[config.mk]
export PLATFORM = sky130hd
export DESIGN_NAME = i2c_master_byte_ctrl_flat
export DESIGN_NICKNAME = d
export VERILOG_FILES = /design/src/rtl/i2c_master_byte_ctrl_pkg.sv /design/src/rtl/i2c_master_byte_ctrl_if.sv /design/src/rtl/i2c_byte_shreg.sv /design/src/rtl/i2c_master_byte_ctrl.sv /design/src/flat_wrapper.sv
export SDC_FILE = /design/constraint.sdc
export NUM_CORES = 1
export LEC_CHECK = 0
export ABC_AREA = 1
export ABC_CLOCK_PERIOD_IN_PS = 1400
export CAP_MARGIN = 20
export CELL_PAD_IN_SITES_DETAIL_PLACEMENT = 0
export CELL_PAD_IN_SITES_GLOBAL_PLACEMENT = 1
export CORE_MARGIN = 1.5
export CORE_UTILIZATION = 31
export DETAILED_ROUTE_END_ITERATION = 12
export PLACE_DENSITY = 0.77
export SKIP_CTS_REPAIR_TIMING = 1
export SLEW_MARGIN = 30
export SYNTH_ARGS = -nofsm -noshare
export SYNTH_HDL_FRONTEND = slang
export SYNTH_SLANG_ARGS = --single-unit
[constraint.sdc]
create_clock -name Clk -period 1.4 [get_ports Clk]
set_clock_uncertainty 0.05 [all_clocks]
set_input_delay 0.28 -clock Clk [delete_from_list [all_inputs] [get_ports Clk]]
set_output_delay 0.28 -clock Clk [all_outputs]
set_load 0.01 [all_outputs]
[src/rtl/i2c_master_byte_ctrl_pkg.sv]
// Shared command codes and byte-sequencer state encoding for the I2C master.
// The bit controller uses the same command codes.
package i2c_master_byte_ctrl_pkg;

  typedef logic [3:0] i2c_cmd_t;

  localparam i2c_cmd_t I2C_CMD_NOP   = 4'b0000;
  localparam i2c_cmd_t I2C_CMD_START = 4'b0001;
  localparam i2c_cmd_t I2C_CMD_STOP  = 4'b0010;
  localparam i2c_cmd_t I2C_CMD_WRITE = 4'b0100;
  localparam i2c_cmd_t I2C_CMD_READ  = 4'b1000;

  localparam logic [2:0] ST_IDLE  = 3'd0;
  localparam logic [2:0] ST_START = 3'd1;
  localparam logic [2:0] ST_READ  = 3'd2;
  localparam logic [2:0] ST_WRITE = 3'd3;
  localparam logic [2:0] ST_ACK   = 3'd4;
  localparam logic [2:0] ST_STOP  = 3'd5;

endpackage

[src/rtl/i2c_master_byte_ctrl_if.sv]
// Host request / bit-controller bus seen by the byte sequencer.
// The slave modport is the sequencer; the master modport drives it.
interface i2c_master_byte_ctrl_if #(
  parameter int unsigned DW = 8
);
  logic          Start;
  logic          Stop;
  logic          Read;
  logic          Write;
  logic          Ack_in;
  logic [DW-1:0] Din;
  logic          Cmd_ack;
  logic          Ack_out;
  logic [DW-1:0] Dout;
  logic          I2C_al;
  logic [3:0]    Bit_cmd;
  logic          Bit_ack;
  logic          Bit_txd;
  logic          Bit_rxd;
  logic          Bit_al;

  modport slave (
    input  Start, Stop, Read, Write, Ack_in, Din, Bit_ack, Bit_rxd, Bit_al,
    output Cmd_ack, Ack_out, Dout, I2C_al, Bit_cmd, Bit_txd
  );

  modport master (
    output Start, Stop, Read, Write, Ack_in, Din, Bit_ack, Bit_rxd, Bit_al,
    input  Cmd_ack, Ack_out, Dout, I2C_al, Bit_cmd, Bit_txd
  );
endinterface

[src/rtl/i2c_byte_shreg.sv]
// Loadable MSB-first shift register with a down-counter of remaining bits.
// cnt_done is high while the last bit of the byte is in flight.
module i2c_byte_shreg #(
  parameter  int unsigned DW = 8,
  localparam int unsigned CW = (DW > 1) ? $clog2(DW) : 1
) (
  input  logic          clk,
  input  logic          rst_n,
  input  logic          ld,
  input  logic          shift,
  input  logic [DW-1:0] din,
  input  logic          sin,
  output logic [DW-1:0] sr,
  output logic          cnt_done
);

  logic [DW-1:0] sr_q, sr_d;
  logic [CW-1:0] cnt_q, cnt_d;

  always_comb begin
    sr_d  = sr_q;
    cnt_d = cnt_q;
    if (ld) begin
      sr_d  = din;
      cnt_d = CW'(DW - 1);
    end else if (shift) begin
      sr_d  = {sr_q[DW-2:0], sin};
      cnt_d = cnt_q - 1'b1;
    end
  end

  always_ff @(posedge clk) begin
    if (!rst_n) begin
      sr_q  <= '0;
      cnt_q <= '0;
    end else begin
      sr_q  <= sr_d;
      cnt_q <= cnt_d;
    end
  end

  assign sr       = sr_q;
  assign cnt_done = (cnt_q == '0);

endmodule

[src/rtl/i2c_master_byte_ctrl.sv]
// Byte-level I2C sequencer: turns one host request into START / data bits / ACK / STOP
// commands for the bit controller, aborting on arbitration loss.
module i2c_master_byte_ctrl #(
  parameter int unsigned DW = 8
) (
  input logic                  Clk,
  input logic                  Rst_n,
  i2c_master_byte_ctrl_if.slave bus
);
  import i2c_master_byte_ctrl_pkg::*;

  logic [2:0]    state_q, state_d;
  i2c_cmd_t      bit_cmd_q, bit_cmd_d;
  logic          txd_q, txd_d;
  logic          cmd_ack_q, cmd_ack_d;
  logic          ack_out_q, ack_out_d;
  logic [DW-1:0] dout_q, dout_d;
  logic          al_q, al_d;

  logic          ld, shift, sin, cnt_done, go;
  logic [DW-1:0] sr;

  i2c_byte_shreg #(.DW(DW)) u_shreg (
    .clk      (Clk),
    .rst_n    (Rst_n),
    .ld       (ld),
    .shift    (shift),
    .din      (bus.Din),
    .sin      (sin),
    .sr       (sr),
    .cnt_done (cnt_done)
  );

  assign go = (bus.Read | bus.Write | bus.Stop) & ~cmd_ack_q;

  // Command and txd are registered together with the state, so each new
  // command appears on the bus in the same cycle the state takes effect.
  always_comb begin
    state_d   = state_q;
    bit_cmd_d = bit_cmd_q;
    txd_d     = txd_q;
    cmd_ack_d = 1'b0;
    ack_out_d = ack_out_q;
    dout_d    = dout_q;
    al_d      = bus.Bit_al;
    ld        = 1'b0;
    shift     = 1'b0;
    sin       = 1'b0;

    if (bus.Bit_al) begin
      state_d   = ST_IDLE;
      bit_cmd_d = I2C_CMD_NOP;
      txd_d     = 1'b0;
    end else begin
      case (state_q)
        ST_IDLE: begin
          if (go) begin
            ld    = 1'b1;
            txd_d = 1'b0;
            if (bus.Start) begin
              state_d   = ST_START;
              bit_cmd_d = I2C_CMD_START;
            end else if (bus.Read) begin
              state_d   = ST_READ;
              bit_cmd_d = I2C_CMD_READ;
            end else if (bus.Write) begin
              state_d   = ST_WRITE;
              bit_cmd_d = I2C_CMD_WRITE;
              txd_d     = bus.Din[DW-1];
            end else begin
              state_d   = ST_STOP;
              bit_cmd_d = I2C_CMD_STOP;
            end
          end
        end

        ST_START: begin
          if (bus.Bit_ack) begin
            if (bus.Read) begin
              state_d   = ST_READ;
              bit_cmd_d = I2C_CMD_READ;
              txd_d     = 1'b0;
            end else begin
              state_d   = ST_WRITE;
              bit_cmd_d = I2C_CMD_WRITE;
              txd_d     = sr[DW-1];
            end
          end
        end

        ST_WRITE: begin
          if (bus.Bit_ack) begin
            shift = 1'b1;
            if (cnt_done) begin
              state_d   = ST_ACK;
              bit_cmd_d = I2C_CMD_READ;
              txd_d     = 1'b0;
            end else begin
              txd_d = sr[DW-2];
            end
          end
        end

        ST_READ: begin
          if (bus.Bit_ack) begin
            shift = 1'b1;
            sin   = bus.Bit_rxd;
            if (cnt_done) begin
              state_d   = ST_ACK;
              bit_cmd_d = I2C_CMD_WRITE;
              txd_d     = bus.Ack_in;
            end
          end
        end

        ST_ACK: begin
          if (bus.Bit_ack) begin
            ack_out_d = bus.Bit_rxd;
            dout_d    = sr;
            txd_d     = 1'b0;
            if (bus.Stop) begin
              state_d   = ST_STOP;
              bit_cmd_d = I2C_CMD_STOP;
            end else begin
              state_d   = ST_IDLE;
              bit_cmd_d = I2C_CMD_NOP;
              cmd_ack_d = 1'b1;
            end
          end
        end

        ST_STOP: begin
          if (bus.Bit_ack) begin
            state_d   = ST_IDLE;
            bit_cmd_d = I2C_CMD_NOP;
            txd_d     = 1'b0;
            cmd_ack_d = 1'b1;
          end
        end

        default: begin
          state_d   = ST_IDLE;
          bit_cmd_d = I2C_CMD_NOP;
          txd_d     = 1'b0;
        end
      endcase
    end
  end

  always_ff @(posedge Clk) begin
    if (!Rst_n) begin
      state_q   <= ST_IDLE;
      bit_cmd_q <= I2C_CMD_NOP;
      txd_q     <= 1'b0;
      cmd_ack_q <= 1'b0;
      ack_out_q <= 1'b0;
      dout_q    <= '0;
      al_q      <= 1'b0;
    end else begin
      state_q   <= state_d;
      bit_cmd_q <= bit_cmd_d;
      txd_q     <= txd_d;
      cmd_ack_q <= cmd_ack_d;
      ack_out_q <= ack_out_d;
      dout_q    <= dout_d;
      al_q      <= al_d;
    end
  end

  assign bus.Bit_cmd = bit_cmd_q;
  assign bus.Bit_txd = txd_q;
  assign bus.Cmd_ack = cmd_ack_q;
  assign bus.Ack_out = ack_out_q;
  assign bus.Dout    = dout_q;
  assign bus.I2C_al  = al_q;

endmodule

[src/flat_wrapper.sv]
// flat-port wrapper written by rule: the top's interface ports become plain ports
module i2c_master_byte_ctrl_flat import i2c_master_byte_ctrl_pkg::*;
#(
  parameter int unsigned DW = 8
)
  (Clk, Rst_n, bus_Start, bus_Stop, bus_Read, bus_Write, bus_Ack_in, bus_Din, bus_Bit_ack, bus_Bit_rxd, bus_Bit_al, bus_Cmd_ack, bus_Ack_out, bus_Dout, bus_I2C_al, bus_Bit_cmd, bus_Bit_txd);
  i2c_master_byte_ctrl_if #(.DW(DW)) bus_i ();
  input logic Clk;
  input logic Rst_n;
  input wire logic [$bits(bus_i.Start)-1:0] bus_Start;
  input wire logic [$bits(bus_i.Stop)-1:0] bus_Stop;
  input wire logic [$bits(bus_i.Read)-1:0] bus_Read;
  input wire logic [$bits(bus_i.Write)-1:0] bus_Write;
  input wire logic [$bits(bus_i.Ack_in)-1:0] bus_Ack_in;
  input wire logic [$bits(bus_i.Din)-1:0] bus_Din;
  input wire logic [$bits(bus_i.Bit_ack)-1:0] bus_Bit_ack;
  input wire logic [$bits(bus_i.Bit_rxd)-1:0] bus_Bit_rxd;
  input wire logic [$bits(bus_i.Bit_al)-1:0] bus_Bit_al;
  output wire logic [$bits(bus_i.Cmd_ack)-1:0] bus_Cmd_ack;
  output wire logic [$bits(bus_i.Ack_out)-1:0] bus_Ack_out;
  output wire logic [$bits(bus_i.Dout)-1:0] bus_Dout;
  output wire logic [$bits(bus_i.I2C_al)-1:0] bus_I2C_al;
  output wire logic [$bits(bus_i.Bit_cmd)-1:0] bus_Bit_cmd;
  output wire logic [$bits(bus_i.Bit_txd)-1:0] bus_Bit_txd;
  assign bus_i.Start = bus_Start;
  assign bus_i.Stop = bus_Stop;
  assign bus_i.Read = bus_Read;
  assign bus_i.Write = bus_Write;
  assign bus_i.Ack_in = bus_Ack_in;
  assign bus_i.Din = bus_Din;
  assign bus_i.Bit_ack = bus_Bit_ack;
  assign bus_i.Bit_rxd = bus_Bit_rxd;
  assign bus_i.Bit_al = bus_Bit_al;
  assign bus_Cmd_ack = bus_i.Cmd_ack;
  assign bus_Ack_out = bus_i.Ack_out;
  assign bus_Dout = bus_i.Dout;
  assign bus_I2C_al = bus_i.I2C_al;
  assign bus_Bit_cmd = bus_i.Bit_cmd;
  assign bus_Bit_txd = bus_i.Bit_txd;
  i2c_master_byte_ctrl #(.DW(DW)) u_core (.Clk(Clk), .Rst_n(Rst_n), .bus(bus_i));
endmodule
==> flow_summary.json <==
{
  "p_int_w": 0.001714,
  "dieHeight_um": 72.31,
  "powerDensity_nw_per_um2": 1071,
  "clk_latency_ps": 280,
  "critPathCaptureType": "register",
  "layout_min_cycle_time_ps": 1439,
  "first_global_vias": 1429,
  "ir_drop_mv": 0.5404,
  "syn_area_per_cell_um2": 6.830,
  "seq_power_share": 0.390,
  "ys_ff_latch": 30,
  "synth.top_cells.by_area": "dfxtp_1 (40%), nand2_1 (9.6%), a21oi_1 (9.4%)",
  "clkPwrFrac": 0.296,
  "cts_tree": "built",
  "start_util": 0.3195,
  "worstSetupStartpointType": "register",
  "postPlaceCellArea_um2": 2083,
  "vias": 1527,
  "syn_nets": 238,
  "grt_max_degree": 18,
  "p_leak_nw": 1.307,
  "timing.fmax_mhz": 694.8,
  "p_sw_frac": 0.3168,
  "whs_ps": 261.6,
  "hpwl_um": 2758,
  "synth_area_um2": 1489,
  "root_buffer": "clkbuf_8",
  "io_buffers": 33,
  "ys_types": 27,
  "rr_startpoint": "u_core.u_shreg.cnt_q[0]",
  "combPwrFrac": 0.313,
  "reg2reg_depth": 10,
  "fin_nets": 305,
  "drt-total-wl_um": 3810,
  "fillerInstances": 465,
  "yosys_warnings": 0,
  "multi_input_area_um2": 784.5,
  "fp.dieW_um": 72.31,
  "clk_path_buf_depth": 2,
  "firstDrtPassIters": 4,
  "final_antenna_net_count": 0,
  "drt_iter0_markers": 83,
  "syn_inst": 218,
  "syn2layout_area_growth_pct": 57.31,
  "synthMuxAreaShare": 0,
  "post_drt_wl_per_cell_um": 11.21,
  "tns_ps": -39.19,
  "core_area_um2": 4661,
  "yosysTopAreaCell": "dfxtp_1",
  "violations": "setup timing",
  "rsz0062_at_grt": "yes",
  "rrSetupSlack_ps": -40,
  "reg2reg_to": "u_core.bus.Bit_txd",
  "crit_type": "reg -> reg",
  "finalCritPeriodShare": 1.028,
  "post_drt_via_cell_ratio": 4.491,
  "diodes": 0,
  "grt_antenna_before_repair": 0,
  "htree_num_levels": 2,
  "maxCapViolCount": 0,
  "cts_sinks": 30,
  "setup_slack_ps": -39.19,
  "yosysSeqAreaShare": 0.4034,
  "setup_viol": 1,
  "ios": 34,
  "power_switching_w": 0.0007951,
  "fin_area_um2": 2342,
  "regArea_um2": 606.8,
  "cts_buffers": 5,
  "hold_viol": 0,
  "status": "complete, but fails checks",
  "synth_compound_area_frac": 0.1647,
  "drive_gt1_frac": 0.2762,
  "track_usage": 0.1550,
  "slew_headroom": 0.7953,
  "clk_pin_slew_ps": 70,
  "synthXorXnorAreaFrac": 0,
  "dieArea_um2": 5228,
  "grt_remaining_overflow": 0,
  "startpoint": "u_core.u_shreg.cnt_q[0]",
  "required_ps": 1530,
  "synth_top_cell_area_share": 0.4034,
  "holdCritPathClass": "in -> reg",
  "synth_fa_ha_area_frac": 0.01681,
  "synth_top_family_by_area": "simple AND/OR/NAND/NOR gates",
  "endpoint": "u_core.bus.Bit_txd",
  "num_rows": 25,
  "synthSimpleGateAreaFrac": 0.2891,
  "place.gp.congestion": 0.8718,
  "drc": 0,
  "grt_pass1_wl_um": 6285,
  "tightest_slew_ps": 303.8,
  "worstPathMaxFanout": 2,
  "cp.arrival_ps": 1570,
  "finalMaxSlewViolations": 0
}
[synthesized netlist by cell type]
cell type,number
ha_1,2
o211ai_1,1
o31ai_1,1
nor2_4,1
clkinv_1,1
nor3_1,1
dfxtp_1,30
o21ai_1,2
nand3b_1,1
buf_4,1
o21bai_1,1
nand3_1,12
nand2_2,5
nor4_1,1
inv_2,6
buf_6,4
nor2_1,34
o21ai_0,13
nand2_1,38
nand3_2,1
nor2_2,2
buf_1,1
o21a_1,1
nand4_1,1
inv_1,28
nor3_2,1
a21oi_1,28
[cells by family (layout without fill, tap and decap cells)]
group / after synthesis / in the layout
AND/OR/NAND/NOR: 98 / 98
AO/OA/AOI/OAI: 47 / 47
adder cells (fa/ha/maj): 2 / 2
buffers and inverters: 41 / 109
flip-flops: 30 / 30
[per-stage QoR]
step / instances / util / worst slack [ps] / power, W
5_1_grt: 340 / 0.5026 / -93.48 / 0.002660
4_1_cts: 339 / 0.4674 / -205.9 / 0.002452
3_5_place_dp: 331 / 0.4470 / -401.2 / 0.001704
6_report: 340 / 0.5026 / -39.19 / 0.002510
2_1_floorplan: 218 / - / 15.03 / 0.001394
3_3_place_gp: 331 / 0.4470 / -361.7 / 0.001703
[worst min path at each step]
| stage | endpoint | depth (start not counted) | slack [ps] | from |
|---|---|---|---|---|
| final | u_core.bus.I2C_al | 3 | 260 | bus_Bit_al |
| after global routing | u_core.bus.I2C_al | 3 | 270 | bus_Bit_al |
| after CTS | u_core.u_shreg.sr[4] | 2 | 410 | u_core.u_shreg.sr[4] |
| after detailed placement | u_core.u_shreg.sr[4] | 2 | 400 | u_core.u_shreg.sr[4] |
| after global placement | u_core.u_shreg.sr[4] | 2 | 400 | u_core.u_shreg.sr[4] |
| after floorplan | u_core.bus.I2C_al | 2 | 320 | bus_Bit_al |
[worst max-delay path: stages, from the launching register on]
cell and delay (ps):
dfxtp_2 330, inv_2 50, ha_4 150, ha_4 160, buf_4 120, a21oi_1 130, nand2_1 70, nand3_1 120
nand2_1 60, nand2_1 50, nor2_1 40
[placed cells by master, fill, tap and decap left out, drive strengths merged]
cell type,netlist,routed
o21bai,1,1
nor2,37,37
clkinvlp,0,1
clkinv,1,3
ha,2,2
o31ai,1,1
nand4,1,1
dlymetal6s2s,0,20
buf,6,33
o211ai,1,1
a21oi,28,28
nor4,1,1
dfxtp,30,30
o21ai,15,15
clkdlybuf4s50,0,13
nor3,2,2
inv,34,33
nand3b,1,1
clkbuf,0,6
o21a,1,1
nand2,43,43
nand3,13,13
[area by class of cell]
| class | count | share of cell area |
|---|---|---|
| Timing Repair Buffer | 66 | 0.2751 |
| Tap cell | 54 | 0.02885 |
| Inverter | 35 | 0.06143 |
| Clock inverter | 2 | 0.005342 |
| Multi-Input combinational cell | 147 | 0.3349 |
| Sequential cell | 30 | 0.2591 |
| Clock buffer | 6 | 0.03526 |
[power by group through the flow]
| stage | Sequential (W) | Combinational, W | Clock [W] |
|---|---|---|---|
| 4_1_cts | 0.000971 | 0.000720 | 0.000760 |
| 3_5_place_dp | 0.000989 | 0.000715 | 0 |
| 2_1_floorplan | 0.000989 | 0.000405 | 0 |
| 6_report | 0.000979 | 0.000786 | 0.000744 |
| 3_3_place_gp | 0.000988 | 0.000715 | 0 |
| 5_1_grt | 0.000988 | 0.000877 | 0.000794 |
[sequential cells by signal (all words and copies together) (netlist names)]
register / count
u_core.state_q: 3
u_core.bus.Cmd_ack: 1
u_core.bus.Bit_txd: 1
u_core.u_shreg.cnt_q: 3
u_core.bus.Dout: 8
u_core.bus.Bit_cmd: 4
u_core.bus.Ack_out: 1
u_core.u_shreg.sr: 8
u_core.bus.I2C_al: 1
[per-layer routing]
metal / global-route usage / part of all wire / vias to the layer above
met4: 0.06289 / 0.014 / 0
met5: 0 / 0 / -
met1: 0.1910 / 0.46 / 667
met2: 0.2603 / 0.48 / 31
met3: 0.03750 / 0.048 / 7
li1: - / - / 822
Note: power is estimated with default switching activity, not from simulation.
